**config.mk**
```make
export PLATFORM = sky130hd
export DESIGN_NAME = function_sweeper_flat
export DESIGN_NICKNAME = d
export VERILOG_FILES = /design/src/rtl/function_sweeper_pkg.sv /design/src/rtl/function_sweeper_if.sv /design/src/rtl/sweep_counter.sv /design/src/rtl/function_sweeper.sv /design/src/flat_wrapper.sv
export SDC_FILE = /design/constraint.sdc
export NUM_CORES = 1
export LEC_CHECK = 0
export BUFFER_PORTS_ARGS = -buffer_cell sky130_fd_sc_hd__buf_2
export CORE_MARGIN = 4
export CORE_UTILIZATION = 57
export DETAILED_ROUTE_END_ITERATION = 8
export PLACE_DENSITY_LB_ADDON = 0.25
export SLEW_MARGIN = 10
export SYNTH_ARGS = -nofsm -noshare
export SYNTH_HDL_FRONTEND = slang
export SYNTH_SLANG_ARGS = --single-unit
```
**constraint.sdc**
```tcl
create_clock -name clk -period 6.8 [get_ports clk]
set_clock_uncertainty 0.1 [all_clocks]
set_input_delay 0.68 -clock clk [delete_from_list [all_inputs] [get_ports clk]]
set_output_delay 0.68 -clock clk [all_outputs]
set_load 0.1 [all_outputs]
```
**src/rtl/function_sweeper_pkg.sv**
```systemverilog
// Shared types and defaults for the function sweeper.
// State encoding and default sizing.
package sweeper_pkg;

  localparam int N_IN_DEFAULT = 5;
  localparam int ROWS_DEFAULT = 32;

  typedef enum logic [1:0] {
    IDLE,
    SWEEP,
    DONE
  } state_t;

endpackage

```
**src/rtl/function_sweeper_if.sv**
```systemverilog
// Sweeper bus: control, results and the
// x/y link to the function under test.
interface function_sweeper_if
  import sweeper_pkg::*;
#(
  parameter int N_IN = N_IN_DEFAULT
);

  localparam int ROWS = 1 << N_IN;

  logic            start;
  logic [ROWS-1:0] expected;
  logic [N_IN-1:0] x;
  logic            y;
  logic            busy;
  logic            done;
  logic [ROWS-1:0] truth;
  logic [N_IN:0]   ones;
  logic            mismatch;
  logic [N_IN-1:0] first_err;

  modport master (
    output start,
    output expected,
    output y,
    input  x,
    input  busy,
    input  done,
    input  truth,
    input  ones,
    input  mismatch,
    input  first_err
  );

  modport slave (
    input  start,
    input  expected,
    input  y,
    output x,
    output busy,
    output done,
    output truth,
    output ones,
    output mismatch,
    output first_err
  );

endinterface

```
**src/rtl/sweep_counter.sv**
```systemverilog
// Row index counter: clear, enable and
// terminal count; saturates at the last row.
module sweep_counter #(
  parameter int N = 5
) (
  input  logic         clk,
  input  logic         rst,
  input  logic         clr,
  input  logic         en,
  output logic [N-1:0] q,
  output logic         tc
);

  assign tc = (q == {N{1'b1}});

  always_ff @(posedge clk) begin
    if (rst || clr) begin
      q <= '0;
    end else if (en && !tc) begin
      q <= q + N'(1);
    end
  end

endmodule

```
**src/rtl/function_sweeper.sv**
```systemverilog
// Drives every input code into a combinational
// function, captures its truth table and checks it.
module function_sweeper
  import sweeper_pkg::*;
#(
  parameter int N_IN = N_IN_DEFAULT
) (
  input logic               clk,
  input logic               rst,
  function_sweeper_if.slave bus
);

  localparam int ROWS = 1 << N_IN;

  state_t          state;
  state_t          state_n;
  logic [N_IN-1:0] idx;
  logic            tc;
  logic            go;
  logic            sweeping;

  logic [ROWS-1:0] exp_q;
  logic [ROWS-1:0] truth_q;
  logic [N_IN:0]   ones_q;
  logic            mis_q;
  logic [N_IN-1:0] ferr_q;

  assign sweeping = (state == SWEEP);
  assign go       = bus.start && !sweeping;

  always_ff @(posedge clk) begin
    if (rst) begin
      state <= IDLE;
    end else begin
      state <= state_n;
    end
  end

  always_comb begin
    state_n = state;
    unique case (state)
      IDLE,
      DONE:    if (bus.start) state_n = SWEEP;
      SWEEP:   if (tc) state_n = DONE;
      default: state_n = IDLE;
    endcase
  end

  sweep_counter #(
    .N (N_IN)
  ) u_cnt (
    .clk (clk),
    .rst (rst),
    .clr (go),
    .en  (sweeping),
    .q   (idx),
    .tc  (tc)
  );

  // Only the first differing row is kept; mis_q gates later rows.
  always_ff @(posedge clk) begin
    if (rst) begin
      exp_q   <= '0;
      truth_q <= '0;
      ones_q  <= '0;
      mis_q   <= 1'b0;
      ferr_q  <= '0;
    end else if (go) begin
      exp_q   <= bus.expected;
      truth_q <= '0;
      ones_q  <= '0;
      mis_q   <= 1'b0;
      ferr_q  <= '0;
    end else if (sweeping) begin
      truth_q[idx] <= bus.y;
      ones_q       <= ones_q + {{N_IN{1'b0}}, bus.y};
      if ((bus.y != exp_q[idx]) && !mis_q) begin
        mis_q  <= 1'b1;
        ferr_q <= idx;
      end
    end
  end

  assign bus.x         = idx;
  assign bus.busy      = sweeping;
  assign bus.done      = (state == DONE);
  assign bus.truth     = truth_q;
  assign bus.ones      = ones_q;
  assign bus.mismatch  = mis_q;
  assign bus.first_err = ferr_q;

endmodule

```
**src/flat_wrapper.sv**
```systemverilog
// flat-port wrapper written by rule: the top's interface ports become plain ports
module function_sweeper_flat import sweeper_pkg::*;
#(
  parameter int N_IN = N_IN_DEFAULT
)
  (clk, rst, bus_start, bus_expected, bus_y, bus_x, bus_busy, bus_done, bus_truth, bus_ones, bus_mismatch, bus_first_err);
  function_sweeper_if #(.N_IN(N_IN)) bus_i ();
  input logic clk;
  input logic rst;
  input wire logic [$bits(bus_i.start)-1:0] bus_start;
  input wire logic [$bits(bus_i.expected)-1:0] bus_expected;
  input wire logic [$bits(bus_i.y)-1:0] bus_y;
  output wire logic [$bits(bus_i.x)-1:0] bus_x;
  output wire logic [$bits(bus_i.busy)-1:0] bus_busy;
  output wire logic [$bits(bus_i.done)-1:0] bus_done;
  output wire logic [$bits(bus_i.truth)-1:0] bus_truth;
  output wire logic [$bits(bus_i.ones)-1:0] bus_ones;
  output wire logic [$bits(bus_i.mismatch)-1:0] bus_mismatch;
  output wire logic [$bits(bus_i.first_err)-1:0] bus_first_err;
  assign bus_i.start = bus_start;
  assign bus_i.expected = bus_expected;
  assign bus_i.y = bus_y;
  assign bus_x = bus_i.x;
  assign bus_busy = bus_i.busy;
  assign bus_done = bus_i.done;
  assign bus_truth = bus_i.truth;
  assign bus_ones = bus_i.ones;
  assign bus_mismatch = bus_i.mismatch;
  assign bus_first_err = bus_i.first_err;
  function_sweeper #(.N_IN(N_IN)) u_core (.clk(clk), .rst(rst), .bus(bus_i));
endmodule
```
==> metrics.cfg, run 1 <==
[die]
start_util_pct=59.6
ioPinCount=87
die_x_um=87.3
fp.dieH_um=87.3
std_cell_rows=28
die-area_um2=7630
fp.coreArea_um2=6030

[yosys]
syn-cell-area_um2=3590
yosysWarnings=0
netlist_instances=446
synth_edf_count=0
yosys-top-cells-area=dfxtp_1 (46%), nand2_1 (11%), mux2i_1 (9.8%)
synth_common_cells=nand2_1 (104), dfxtp_1 (83), nor2_1 (57), a21oi_1 (55), mux2i_1 (35)
ys_async_sr_fraction_pct=0
seq_area_frac_synth_pct=46.3
ys_types=34
syn_avg_cell_area_um2=8.05
synth_fp_nets=489
synth_top_cell_area_share_pct=46.3
yosysTopAreaCell=dfxtp_1
yosys_most_used_dff=dfxtp_1
ys_seq_elements=83
yosysMostFrequentCell=nand2_1

[run_status]
status=complete, no violations

[global_route]
grt_first_pass_wirelength_um=13100
antenna_found_initial=0
track_usage_pct=21.7
grt_pass1_vias=2867
overflow=0
grt_start_max_net_pins=44

[power_and_ir_drop]
ir_worst_vdd_mv=0.166
power_w=0.000982
powerDensity_nw_per_um2=235
p_leak_nw=1.70

[placement]
dp.cells=574
gp_congestion=0.792
place.port_buffers=86
dp_hpwl_um=5710
post-place-ws_ps=4100

[clock_network]
htreeDepth=3
cts.sinks=83
cts-root-buf=clkbuf_8
cts-buffers-inserted=9
postCtsHoldBufs=0
post-cts-setup-buffer-count=0
clockBufferDepth=2
cts_tree=built
clkTransAtPathRegs_ps=80
cts_resized=0
insertion_delay_ps=340

[detailed_routing]
vias_per_cell=5.39
drt_pass1_iterations=4
wire_per_inst_um=14.0
drc=0
first_iter_violations=168
drtAntennaViolNets=0
dr_total_vias=3172
wirelength_um=8230

[sta]
fin_setup_tns_ps=0
rsz0062_at_grt=false
hold_ws_ps=356
max-slew-margin-rel_pct=24.4
period_needed_ps=2760
finalSetupViolCount=0
fmax_mhz=362
finalMaxSlewViolations=0
tightest_slew_ps=1130
period_share_pct=40.6
layout_setup_ws_ps=4040
hold_viol_final=0

[setup_path]
cp_max_fo=22
path_delay_family=flip-flops
cp.required_ps=6020
cp_slowest_cell=dfxtp_1
start_kind=register
end_kind=output port
arrival_ps=1980
path_class=reg2out
r2r_slack_ps=4170
slowest_delay_ps=1050
worst-path-buf-inv=1
cp_cell_sequence=buf_2

[layout]
nets=553
n_fill_cell=513
final_cells=589
synthToLayoutAreaGrowth_pct=16.6
ff_latch_area_um2=1660
multi_input_area_um2=1760
drive_gt1_share_pct=20.8
antenna_cells=0

[min_path]
hp-class=reg2reg

[run]
drv_cap=0

state kept, by name (all words and copies together) (netlist names):
register	flops
u_core.bus.first_err	5
u_core.bus.mismatch	1
u_core.bus.ones	6
u_core.bus.truth	32
u_core.exp_q	32
u_core.state	2
u_core.u_cnt.q	5
metrics by stage:
step | utilization, % | instance area, um^2
2_1_floorplan | - | 3590
3_3_place_gp | 66.0 | 3980
3_5_place_dp | 66.0 | 3980
4_1_cts | 69.4 | 4180
5_1_grt | 69.4 | 4180
6_report | 69.4 | 4180
layout make-up:
type / instances / area share, %
Clock buffer: 13 / 3.56
Inverter: 5 / 0.449
Clock inverter: 2 / 1.44
Multi-Input combinational cell: 323 / 42.0
Sequential cell: 83 / 39.7
Tap cell: 75 / 2.24
Timing Repair Buffer: 88 / 10.6
layer usage:
metal  part of all wire (%)  GRT usage (%)  wire length (um)  up-vias
li1                       -              -                 -     1601
met1                     45           28.1              3670     1459
met2                     47           35.5              3900      101
met3                    6.5           4.26               534       11
met4                    1.5           8.65               120        0
met5                      0              0                 0        -
report_power, final:
part / switching, W / total [W] / leakage [nW] / internal, W
sequential: 0.0000102 / 0.000510 / 0.674 / 0.000499
clock: 0.000161 / 0.000377 / 0.104 / 0.000216
combinational: 0.0000649 / 0.0000957 / 0.919 / 0.0000308
total: 0.000236 / 0.000982 / 1.70 / 0.000746
logic make-up after synthesis:
family                     share of synthesized area, %
and+or+nand+nor                                    21.2
AOI/OAI and AO/OA                                  12.7
DFF                                                46.3
buffers and inverters                              4.85
muxes                                              10.8
xor gates and xnor gates                           1.71
adders and majority gates                          2.44
layout by cell type, fill, tap and decap left out, types with 3 or more instances in the layout:
cell      instances
o22ai_1           4
dfxtp_1          83
inv_1             3
clkbuf_1          3
ha_1              7
o21ai_0          15
clkbuf_8         10
nand3b_1          3
a21oi_1          55
nand4_1           3
buf_2            86
xor2_1            5
nand2_1         104
nand3_1           5
nor2_1           56
o21ai_1          10
mux2i_1          35
final timing paths:
kind	startpoint	endpoint	cells after the start
max	u_core.u_cnt.q[1]$_SDFFE_PP0P_	bus_x[1]	1
min	u_core.bus.first_err[4]$_SDFFE_PP0P_	u_core.bus.first_err[4]$_SDFFE_PP0P_	2
max reg2reg	u_core.state[1]$_SDFFE_PP0P_	u_core.bus.mismatch$_SDFFE_PP0P_	5
min reg2reg	u_core.bus.first_err[4]$_SDFFE_PP0P_	u_core.bus.first_err[4]$_SDFFE_PP0P_	2
Power figures use the tool's default switching activity.
==> run 2, diff against run 1 <==
Settings changed: CORE_UTILIZATION 57 to 53.
Clock period 6.8 ns to 2.9 ns, I/O delays scaled along.
==> metrics.cfg, run 2 (synthesis gave the netlist of run 1 again) <==
[run_status]
status=complete, no violations

[placement]
dp_hpwl_um=5980  ; +4.7%
gp_congestion=0.753  ; -4.9%
place.port_buffers=86  ; unchanged

[power_and_ir_drop]
ir_worst_vdd_mv=0.364  ; +120%
powerDensity_nw_per_um2=528  ; +120%
power.share.clock_pct=35.5  ; -2.9 points
switching_share_pct=25.8  ; +1.8 points
p_leak_nw=1.69  ; -0.31%
p_seq_share_pct=54.2  ; +2.3 points
p_comb_share_pct=10.3  ; +0.6 points
switchingPower_w=0.000570  ; +140%
intPower_w=0.00164  ; +120%

[global_route]
overflow=0  ; unchanged
grt_util_met3_pct=5.42  ; +1.2 points
track_usage_pct=20.4  ; -1.4 points
grt_use_met2_pct=34.1  ; -1.4 points
gr-max-usage-layer=met2
met1_usage_pct=26.4  ; -1.8 points
grt_first_pass_wirelength_um=13700  ; +4.6%
antenna_found_initial=0  ; unchanged
grt_start_max_net_pins=38  ; -14%
grt_pass1_vias=2845  ; -0.77%

[detailed_routing]
wirelength_um=8330  ; +1.2%
drtAntennaViolNets=0  ; unchanged
drc=0  ; unchanged
drt_pass1_iterations=5  ; +1
dr_total_vias=3153  ; -0.60%
wire_per_inst_um=14.0  ; +0.53%
first_iter_violations=204  ; +21%
vias_per_cell=5.32  ; -1.3%

[layout]
nets=555  ; +0.36%
final_cell_mix=nand2_1 (104), buf_2 (86), dfxtp_1 (82)
antenna_cells=0  ; unchanged
final_common_cell=nand2_1
drive_gt1_share_pct=21.7  ; +0.89 points
n_fill_cell=594  ; +16%
synthToLayoutAreaGrowth_pct=16.4
postLayoutCoreUtil_pct=64.7  ; -4.8 points

[setup_path]
rr_worst_depth=6  ; +1
worst-path-buf-inv=0  ; -1
worst_r2r_endpoint=u_core.bus.first_err[4]$_SDFFE_PP0P_
path_delay_family=simple AND/OR/NAND/NOR gates
slowest_delay_ps=570  ; -480 ps
path_class=reg2reg
cp_cell_sequence=or3b_1 > o22ai_2 > o22ai_1 > and4_4 > mux2_4 > mux2i_1
cp_max_fo=12  ; -45%
arrival_ps=2450  ; +470 ps
r2r_slack_ps=580  ; -3590 ps
reg2reg_from=u_core.u_cnt.q[4]$_SDFFE_PP0P_
cp_slowest_cell=or3b_1
cp.required_ps=3030  ; -2990 ps
end_kind=register
start_kind=register

[sta]
hold_viol_final=0  ; unchanged
tightest_slew_ps=680  ; -454 ps
rsz0062_at_grt=false
fmax_mhz=431
max-slew-margin-rel_pct=54.6  ; +30 points
period_share_pct=80.0
finalMaxSlewViolations=0  ; unchanged
period_needed_ps=2320
fin_setup_tns_ps=0  ; unchanged
finalSetupViolCount=0  ; unchanged

[die]
die_x_um=90.3  ; +3.4%
std_cell_rows=29  ; +3.6%
die-area_um2=8150  ; +6.8%
ioPinCount=87  ; unchanged
start_util_pct=55.6  ; -4.0 points
fp.coreArea_um2=6460  ; +7.2%
fp.dieH_um=90.3  ; +3.4%

[clock_network]
postCtsHoldBufs=0  ; unchanged
cts.sinks=83  ; unchanged
cts-buffers-inserted=9  ; unchanged
clockBufferDepth=2  ; unchanged
htreeDepth=3  ; unchanged
cts_tree=built
cts_resized=0  ; unchanged
cts-root-buf=clkbuf_8
insertion_delay_ps=340  ; about the same
post-cts-setup-buffer-count=0  ; unchanged
clkTransAtPathRegs_ps=80  ; about the same

[min_path]
hp-class=in2reg
hp-start=bus_expected[17]
worstHoldPathCells=3  ; +1
whs_endpoint=u_core.exp_q[17]$_SDFFE_PP0P_

[run]
drv_cap=0  ; unchanged

## run 2: cell types whose count changed in the layout (fill, tap and decap cells not counted), sizes merged
| cell | change |
|---|---|
| clkbuf | -3 |
| clkinvlp | +2 |
| buf | +2 |
| bufinv | -1 |
| clkinv | +2 |
## run 2: layer usage
layer	vias up	wire length, um
li1	1608	-
met1	1441	3720
met2	97	4000
met3	7	512
met4	0	91
met5	-	0
## run 2: how the worst max path moves through the flow
stage | start | endpoint | cells past startpoint
after floorplan | u_core.u_cnt.q[0]$_SDFFE_PP0P_ | u_core.bus.first_err[0]$_SDFFE_PP0P_ | 6
after global placement | u_core.u_cnt.q[2]$_SDFFE_PP0P_ | u_core.bus.first_err[4]$_SDFFE_PP0P_ | 6
after detailed placement | u_core.u_cnt.q[4]$_SDFFE_PP0P_ | u_core.bus.first_err[4]$_SDFFE_PP0P_ | 6
after CTS | u_core.u_cnt.q[4]$_SDFFE_PP0P_ | u_core.bus.first_err[4]$_SDFFE_PP0P_ | 6
after global routing | u_core.u_cnt.q[2]$_SDFFE_PP0P_ | u_core.bus.first_err[1]$_SDFFE_PP0P_ | 6
final | u_core.u_cnt.q[4]$_SDFFE_PP0P_ | u_core.bus.first_err[4]$_SDFFE_PP0P_ | 6
## run 2: area by class of cell
| cell class | instances | area [um^2] | share of cell area [%] |
|---|---|---|---|
| Multi-Input combinational cell | 323 | 1760 | 42.0 |
| Sequential cell | 83 | 1660 | 39.8 |
| Timing Repair Buffer | 90 | 460 | 11.0 |
| Clock buffer | 10 | 128 | 3.06 |
| Tap cell | 77 | 96.3 | 2.31 |
| Clock inverter | 5 | 55.1 | 1.32 |
| Inverter | 5 | 18.8 | 0.449 |
## run 2: stage by stage
stage	area (um^2)	instances	hold slack, ps	setup WS, ps	power [W]
after floorplan	3590	446	326	24.2	0.00139
after global routing	4180	593	65.9	423	0.00229
after detailed placement	3990	578	348	621	0.00145
after CTS	4180	593	69.3	607	0.00222
after global placement	3990	578	344	679	0.00144
final	4180	593	79.6	580	0.00220
## run 2: worst reg2reg max path: cells and delay by family, from the launching register on
| family | cells | cell delay [ps] |
|---|---|---|
| and+or+nand+nor | 2 | 770 |
| DFF | 1 | 540 |
| muxes | 2 | 480 |
| AOI/OAI and AO/OA | 2 | 320 |
## run 2: power groups by stage
stage	registers [W]	logic, W	clock network [W]
after global routing	0.00120	0.000252	0.000840
after detailed placement	0.00122	0.000228	0
after floorplan	0.00124	0.000146	0
after global placement	0.00122	0.000222	0
final	0.00120	0.000227	0.000782
after CTS	0.00120	0.000228	0.000793
